### src/rtl/dcache_ctrl.sv
// Direct-mapped, write-through, no-write-allocate data cache controller; load hits done in N+1, misses/stores one cycle after mem done.
// Optional hit/miss counters behind DCACHE_STATS_EN. Core holds i_en until o_done; memory requests held until i_mem_done.
module dcache_ctrl #(
  parameter int ADDR_W     = 16,
  parameter int DATA_W     = 32,
  parameter int INDEX_BITS = 6
) (
  input  logic              i_clk,
  input  logic              i_rst,
  input  logic [31:0]       i_addr,
  input  logic              i_en,
  input  logic              i_rd_wr,
  input  logic [DATA_W-1:0] i_wdata,
  output logic [DATA_W-1:0] o_rdata,
  output logic              o_done,
  output logic [ADDR_W-1:0] o_mem_addr,
  output logic              o_mem_rd,
  output logic              o_mem_wr,
  output logic [DATA_W-1:0] o_mem_wdata,
  input  logic [DATA_W-1:0] i_mem_rdata,
  input  logic              i_mem_done
`ifdef DCACHE_STATS_EN
  ,
  output logic [31:0]       o_hit_cnt,
  output logic [31:0]       o_miss_cnt
`endif
);

  localparam int LINES = 1 << INDEX_BITS;
  localparam int TAG_W = ADDR_W - INDEX_BITS - 2;

  localparam logic [1:0] S_IDLE   = 2'd0;
  localparam logic [1:0] S_MEM_RD = 2'd1;
  localparam logic [1:0] S_MEM_WR = 2'd2;
  localparam logic [1:0] S_RESP   = 2'd3;

  logic [1:0]        state_q, state_d;
  logic [ADDR_W-1:0] addr_q, addr_d;
  logic [DATA_W-1:0] wdata_q, wdata_d;
  logic              hit_q, hit_d;
  logic [DATA_W-1:0] rdata_q, rdata_d;
  logic [LINES-1:0]  valid_q, valid_d;

  logic [TAG_W-1:0]  tag_q  [LINES];
  logic [DATA_W-1:0] data_q [LINES];

  logic [INDEX_BITS-1:0] in_index, req_index;
  logic [TAG_W-1:0]      in_tag, req_tag;
  logic                  in_hit;

  logic              line_we;
  logic              line_set_tag;
  logic [DATA_W-1:0] line_wdata;
  logic              hit_inc;
  logic              miss_inc;

  // Core address bits above the memory width and the byte offset are don't-care.
  logic unused_addr;
  assign unused_addr = ^{i_addr[31:ADDR_W], i_addr[1:0]};

  assign in_index  = i_addr[INDEX_BITS+1:2];
  assign in_tag    = i_addr[ADDR_W-1:INDEX_BITS+2];
  assign req_index = addr_q[INDEX_BITS+1:2];
  assign req_tag   = addr_q[ADDR_W-1:INDEX_BITS+2];
  assign in_hit    = valid_q[in_index] && (tag_q[in_index] == in_tag);

  always_comb begin
    state_d      = state_q;
    addr_d       = addr_q;
    wdata_d      = wdata_q;
    hit_d        = hit_q;
    rdata_d      = rdata_q;
    line_we      = 1'b0;
    line_set_tag = 1'b0;
    line_wdata   = '0;
    hit_inc      = 1'b0;
    miss_inc     = 1'b0;
    case (state_q)
      S_IDLE: begin
        if (i_en) begin
          addr_d  = {i_addr[ADDR_W-1:2], 2'b00};
          wdata_d = i_wdata;
          hit_d   = in_hit;
          if (i_rd_wr) begin
            state_d = S_MEM_WR;
          end else if (in_hit) begin
            rdata_d = data_q[in_index];
            hit_inc = 1'b1;
            state_d = S_RESP;
          end else begin
            miss_inc = 1'b1;
            state_d  = S_MEM_RD;
          end
        end
      end
      S_MEM_RD: begin
        if (i_mem_done) begin
          line_we      = 1'b1;
          line_set_tag = 1'b1;
          line_wdata   = i_mem_rdata;
          rdata_d      = i_mem_rdata;
          state_d      = S_RESP;
        end
      end
      S_MEM_WR: begin
        // Write-through: only refresh the line if it was ours when the store was accepted.
        if (i_mem_done) begin
          line_we    = hit_q;
          line_wdata = wdata_q;
          state_d    = S_RESP;
        end
      end
      S_RESP: begin
        state_d = S_IDLE;
      end
      default: begin
        state_d = S_IDLE;
      end
    endcase
  end

  always_comb begin
    valid_d = valid_q;
    if (line_we && line_set_tag) begin
      valid_d[req_index] = 1'b1;
    end
  end

  always_ff @(posedge i_clk or posedge i_rst) begin
    if (i_rst) begin
      state_q <= S_IDLE;
      addr_q  <= '0;
      wdata_q <= '0;
      hit_q   <= 1'b0;
      rdata_q <= '0;
      valid_q <= '0;
    end else begin
      state_q <= state_d;
      addr_q  <= addr_d;
      wdata_q <= wdata_d;
      hit_q   <= hit_d;
      rdata_q <= rdata_d;
      valid_q <= valid_d;
    end
  end

  // Tag/data arrays carry no reset; valid_q gates their use.
  always_ff @(posedge i_clk) begin
    if (line_we) begin
      data_q[req_index] <= line_wdata;
      if (line_set_tag) begin
        tag_q[req_index] <= req_tag;
      end
    end
  end

  assign o_rdata     = rdata_q;
  assign o_done      = (state_q == S_RESP);
  assign o_mem_rd    = (state_q == S_MEM_RD);
  assign o_mem_wr    = (state_q == S_MEM_WR);
  assign o_mem_addr  = addr_q;
  assign o_mem_wdata = wdata_q;

`ifdef DCACHE_STATS_EN
  logic [31:0] hit_cnt_q, hit_cnt_d;
  logic [31:0] miss_cnt_q, miss_cnt_d;

  always_comb begin
    hit_cnt_d  = hit_cnt_q;
    miss_cnt_d = miss_cnt_q;
    if (hit_inc && (hit_cnt_q != 32'hFFFF_FFFF)) begin
      hit_cnt_d = hit_cnt_q + 32'd1;
    end
    if (miss_inc && (miss_cnt_q != 32'hFFFF_FFFF)) begin
      miss_cnt_d = miss_cnt_q + 32'd1;
    end
  end

  always_ff @(posedge i_clk or posedge i_rst) begin
    if (i_rst) begin
      hit_cnt_q  <= '0;
      miss_cnt_q <= '0;
    end else begin
      hit_cnt_q  <= hit_cnt_d;
      miss_cnt_q <= miss_cnt_d;
    end
  end

  assign o_hit_cnt  = hit_cnt_q;
  assign o_miss_cnt = miss_cnt_q;
`else
  logic unused_stats;
  assign unused_stats = hit_inc ^ miss_inc;
`endif

endmodule

### config.mk
export PLATFORM = sky130hd
export DESIGN_NAME = dcache_ctrl
export DESIGN_NICKNAME = d
export VERILOG_FILES = /design/src/rtl/dcache_ctrl.sv
export SDC_FILE = /design/constraint.sdc
export NUM_CORES = 2
export LEC_CHECK = 0
export ABC_AREA = 1
export BUFFER_PORTS_ARGS = -buffer_cell sky130_fd_sc_hd__buf_2
export CORE_MARGIN = 1
export CORE_UTILIZATION = 46
export CTS_CLUSTER_SIZE = 40
export DETAILED_ROUTE_END_ITERATION = 8
export HOLD_SLACK_MARGIN = 0.05
export PLACE_DENSITY = 0.63
export SYNTH_ARGS = -nofsm -noshare
export SYNTH_HDL_FRONTEND = slang
export SYNTH_SLANG_ARGS = --single-unit
### constraint.sdc
create_clock -name i_clk -period 6.95 [get_ports i_clk]
set_input_delay 1.39 -clock i_clk [delete_from_list [all_inputs] [get_ports i_clk]]
set_output_delay 1.39 -clock i_clk [all_outputs]
set_load 0.01 [all_outputs]
Word level (Yosys, flattened, before mapping)
Memories as Yosys holds them, arrays and structs flattened.
Cells that the tools add are included.
{ "totals": {"word_cells": 56, "memories": 2, "inputBits": 101, "regBits": 145, "ramBits": 2560} }
{ "classes": {"reduce_logical": 9, "n_eq_ne": 9, "n_mux": 26, "bitwise_logic": 1, "n_lt_le_gt_ge": 3} }
{ "mem_list": {"columns": ["memory", "words", "word_bits", "read_ports", "rd_clocked_by_memory_dff", "wr", "line_no", "text"], "rows": [
  ["data_q", 64, 32, 1, 0, 1, "45", "logic [DATA_W-1:0] data_q [LINES];"],
  ["tag_q", 64, 8, 1, 0, 1, "44", "logic [TAG_W-1:0] tag_q [LINES];"]
]} }
{ "ops": {"columns": ["op", "count"], "rows": [
  ["2-to-1 mux 32 bit", 6],
  ["case mux 32 bit (2 select lines)", 2],
  ["OR 64 bit", 1],
  ["less-than comparator 6 x 7 -> 1 bit, second input constant", 2],
  ["2-to-1 mux 1 bit", 10],
  ["equality test 8 bit", 1],
  ["2-to-1 mux 2 bit", 4],
  ["binary-select mux 1 bit (select 6 bit)", 1],
  ["demux 1 bit (select 6 bit)", 1],
  ["greater-or-equal comparator 6 x 1 -> 1 bit, second input constant", 1],
  ["!= test 2 bit, second input constant", 3],
  ["case mux 2 bit (3 select lines)", 1],
  ["AND reduction 5 bit", 1],
  ["equality test 2 bit, second input constant", 2],
  ["!= test 2 x 1 -> 1 bit, second input constant", 2],
  ["AND reduction 2 bit", 2],
  ["logical AND 1 bit", 3],
  ["equality test 2 x 1 -> 1 bit, second input constant", 1],
  ["zero test 2 bit", 1],
  ["case mux 1 bit (2 select lines)", 1],
  ["nonzero test 2 bit", 1],
  ["OR reduction 2 bit", 1]
]} }

Longest topological paths before layout
{ "depth": {"ltp_word": 7, "mapped_depth": 22} }

Least setup slack after synthesis
OpenSTA, ideal clock, no wires.
{ "synth_path": {"path_type": "input -> register", "from": "input i_mem_done", "to": "memory data_q[0][17] (data pin)", "stages": 3, "path_slack_ns": 2.950, "setup_ns": 0.548, "t_arrival_ns": 3.453, "cell_sequence": "nand2_1 buf_1 a21oi_1"} }
{ "synth_between": {"elab_chain_cells": 2} }
{ "synth_rtl": {"columns": ["element", "line_no", "text"], "rows": [
  ["start: declaration", "21", "input logic i_mem_done"],
  ["2-to-1 mux 32 bit, on equally long branches", "107, 97", null],
  ["case mux 32 bit (2 select lines) (*)", "78", "case (state_q)"],
  ["via line_wdata[17]", "53", "logic [DATA_W-1:0] line_wdata;"],
  ["end: declaration", "45", null]
]} }
Mark *: on every way through the listed nets, which the timed path passes. The rest lies on a longest branch.

Worst setup path after layout
{ "layout_path": {"from": "input i_addr[2]", "to": "register rdata_q[0] (netlist: o_rdata[0])"} }
{ "layout_between": {"elab_chain_cells": 5} }
{ "layout_rtl": {"columns": ["element", "line_no", "text"], "rows": [
  ["start: declaration", "10", "input logic [31:0] i_addr,"],
  ["memory (64 x 8 bit), or another cell as far along", null, null],
  ["equality test 8 bit, or another cell as far along", "65", "assign in_hit = valid_q[in_index] && (tag_q[in_index] == in_tag);"],
  ["logical AND 1 bit / 2-to-1 mux 32 bit (equally long branches)", "65, 84", null],
  ["!= test 2 bit (no line) / 2-to-1 mux 32 bit (equally long branches)", null, null],
  ["AND reduction 5 bit (no line) / case mux 32 bit (2 select lines) (equally long branches)", null, null],
  ["end signal: assignment", "142", "rdata_q <= rdata_d;"],
  ["end: declaration", "41", "logic [DATA_W-1:0] rdata_q, rdata_d;"]
]} }
Several ways; a longest one is shown, not always the timed one. The select of a mux whose other input is x is not followed.
A chain may end at the register's enable or synchronous reset.

==> results.md <==
* # clock sinks at 2705
* Layout cells sized above 1 at 10.7%
* Synthesized cell area at 108000 sq um
* Final Skew at 0.0493 ns
* PortBufs at 163
* Fin. Hold Viols at 0
* Main flop type after synthesis: edfxtp_1
* Clock root buffer: clkbuf_16
* Total die area at 236000 sq um
* EDFF count, synth at 2560
* Tmin final at 4.95 ns
* Hpwl dp at 164000 um
* Synth Area in XOR/XNOR at 0%
* Cts repair resizes at 0
* # rows at 177
* DP Worst Slack at 1.39 ns
* Placed Cells at 11297
* Internal power at 28800 uW
* Die Wd at 486 um
* Largest area contributor in the netlist: edfxtp_1
* Max stage delay on crit path at 0.75 ns
* Synth cell types at 32
* Initial antenna violation count at 22
* Sequential power share at 50.3%
* Worst EP required at 7.81 ns
* Synth Instances at 8513
* Logic pwr share at 13.6%
* Synth Area in Simple Gates at 12.4%
* Final nets at 8649
* Sequential fraction of the synthesis area at 74.8%
* Final worst slack at 2.00 ns
* Worst-margin pin slew at 1.22 ns
* Tcrit/Tclk final at 71.3%
* Worst vdd ir at 0.000393 V
* TNS Setup at 0 ns
* Critical path data arrival time at 5.82 ns
* Clk pin slew, worst setup/hold paths at 0.06 ns
* P_sw at 10600 uW
* Startpoint types: primary input
* Ys async rst share at 5.36%
* CP max-delay cell: inv_16
* TritonRoute pass-1 iters at 6
* Largest net degree at the start of global routing at 232
* Finished Layout Cells at 11791
* Final count of pins violating max slew at 0
* Crit path buffers/inverters at 4
* CP endpoint kind: flop
* Tot Pwr at 39400 uW
* Hold Buf Count CTS at 0
* Core Footprint at 233000 sq um
* Top cells by count, synth: edfxtp_1 (2560), nor2_1 (1298), o21ai_0 (1179)
* Via count at 71545
* Rel. slew slack at 18.2%
* Vias in the first global route at 67314
* Ports at 184
* Initial core utilization at 46.3%
* CTS Buffer Depth at 4
* Lkg Pwr at 0.0392 uW
* DR DRC count at 0
* Ys Warns at 0
* CTS buffer count at 288
* H-tree levels at 5
* Top cells by area, synth: edfxtp_1 (71%), o21ai_0 (5.5%), nor2_1 (4.5%)
* Share of the synthesized area in the top cell type at 71.5%
* Wire length per cell at 26.8 um
* Outcome: finished clean
* Endpoints failing setup at 0
* Worst Hold Class: flop to flop
* DRT iter0 DRCs at 9389
* Die Span Y at 486 um
* Largest family of logic cells by synthesized area: simple AND/OR/NAND/NOR gates
* Via density at 6.07
* GPL Wtd Cong at 0.838
* Yosys reg bits at 2705
* Unrepaired setup endpoints after global routing: false
* Routed WL at 316000 um
* CP max FO at 231
* Most common cell in the netlist: edfxtp_1
* WS Path Type: primary input to flop
* # fillers at 19343
* Crit-path cells: buf_8 -> inv_16 -> buf_12 -> buf_12 -> o21ai_0 -> o22ai_1 -> nor2_1 -> o22ai_1 -> nand2_1 -> nand3_1 -> nand3_1 -> nand2_1 -> nand3_1 -> nand2_1
* Layout overhead on the synthesized area at 12.2%
* Post-synthesis mux area share at 0.345%
* Clk network pwr share at 36.1%
* Pwr Density at 327 nW/um^2
* Total grt overflow at 0
* CTS tree: yes
* CP delay by family, top: buffers and inverters
* Adder-Cell Fraction of Synth Area at 0.0465%
* Maximum clock frequency at 202 MHz
* Global-route wire length before repair at 455000 um
* Switching Share at 26.9%
* Clk_lat worst skew at 0.93 ns
* Syn avg cell area at 12.6 sq um
* Synth Area in Compound Gates at 9.68%
* Detail Route Antenna Nets at 0
* All-Layer GR Usage at 26.4%
* Post-CTS Setup Inserts at 0
* Maxcap violations at 0
-- cell type report --
cell class | instances | area [sq um] | share of cell area [%]
flip-flops and latches | 2705 | 80500 | 66.7
multi-input cells | 5162 | 25100 | 20.8
clock buffers | 385 | 7920 | 6.56
well taps | 3043 | 3810 | 3.16
repair buffers | 354 | 2540 | 2.11
clock inverters | 105 | 631 | 0.523
inverters | 33 | 176 | 0.146
diodes | 4 | 10.0 | 0.00830
-- power groups by stage --
| stage | sequential, uW | clock (uW) | combinational, uW |
|---|---|---|---|
| 6_report | 19800 | 14200 | 5380 |
| 5_1_grt | 19900 | 15000 | 5690 |
| 4_1_cts | 19800 | 14400 | 5290 |
| 3_5_place_dp | 20200 | 0 | 5280 |
| 3_3_place_gp | 20200 | 0 | 5150 |
| 2_1_floorplan | 20500 | 0 | 2410 |
-- worst paths after layout --
| path | start | end | slack (ns) | depth (start not counted) |
|---|---|---|---|---|
| max reg2reg | o_mem_addr[7] | data_q[53][14] | 3.53 | 5 |
| min | valid_q[20] | valid_q[20] | 0.46 | 1 |
| max in group asynchronous | i_rst | valid_q[27] | 5.13 | 3 |
| max | i_addr[2] | o_rdata[0] | 2.00 | 14 |
| min in group asynchronous | i_rst | o_mem_wdata[17] | 0.50 | 2 |
| min reg2reg | valid_q[20] | valid_q[20] | 0.46 | 1 |
-- placed cells by master (no fill, tap or decap), types with 4 or more instances in the layout --
cell,n
dfrtp_1,137
nand3_1,764
mux2_2,33
or2_2,67
diode_2,4
nor2_1,1234
a21oi_4,33
clkbuf_1,75
clkinv_1,51
nand2_1,1090
nor2_4,64
inv_1,26
o21ai_1,36
buf_2,158
clkbuf_8,12
nor3_1,17
buf_4,172
bufinv_16,5
clkinv_2,35
buf_12,20
inv_6,8
clkbuf_16,299
a32o_1,10
o22ai_1,496
a21oi_1,28
o31ai_1,7
o221ai_1,72
o211ai_1,17
clkinvlp_4,7
edfxtp_1,2560
o21ai_0,1179
dfrtp_2,8
-- registers in the layout, summed over array words and instances (netlist names) --
signal       count
data_q        2048
hit_q            1
o_mem_addr      14
o_mem_wdata     32
o_rdata         32
state_q          2
tag_q          512
valid_q         64
-- routing by layer --
metal	vias to the layer above	track usage [%]	wire, um
met5	-	0	0
met4	0	11.6	14400
met3	713	4.74	31400
met2	3812	40.8	146000
met1	35732	36.5	125000
li1	31288	-	-
-- per-stage QoR --
| stage | area (sq um) | utilization (%) | hold slack [ns] |
|---|---|---|---|
| after CTS | 121000 | 51.9 | 0.467 |
| after global placement | 112000 | 48.2 | 0.450 |
| after detailed placement | 112000 | 48.2 | 0.453 |
| final | 121000 | 51.9 | 0.465 |
| after global routing | 121000 | 51.9 | 0.473 |
| after floorplan | 108000 | - | 0.439 |
-- cells by family (layout without fill, tap and decap cells) --
logic type	after synthesis	after routing
buf+inv	647	877
simple gates	3243	3243
other cells	1	6
mux	33	33
fa+ha+maj	4	4
compound gates	1880	1880
flops	2705	2705
No activity file was read; power rests on OpenSTA's default activity.
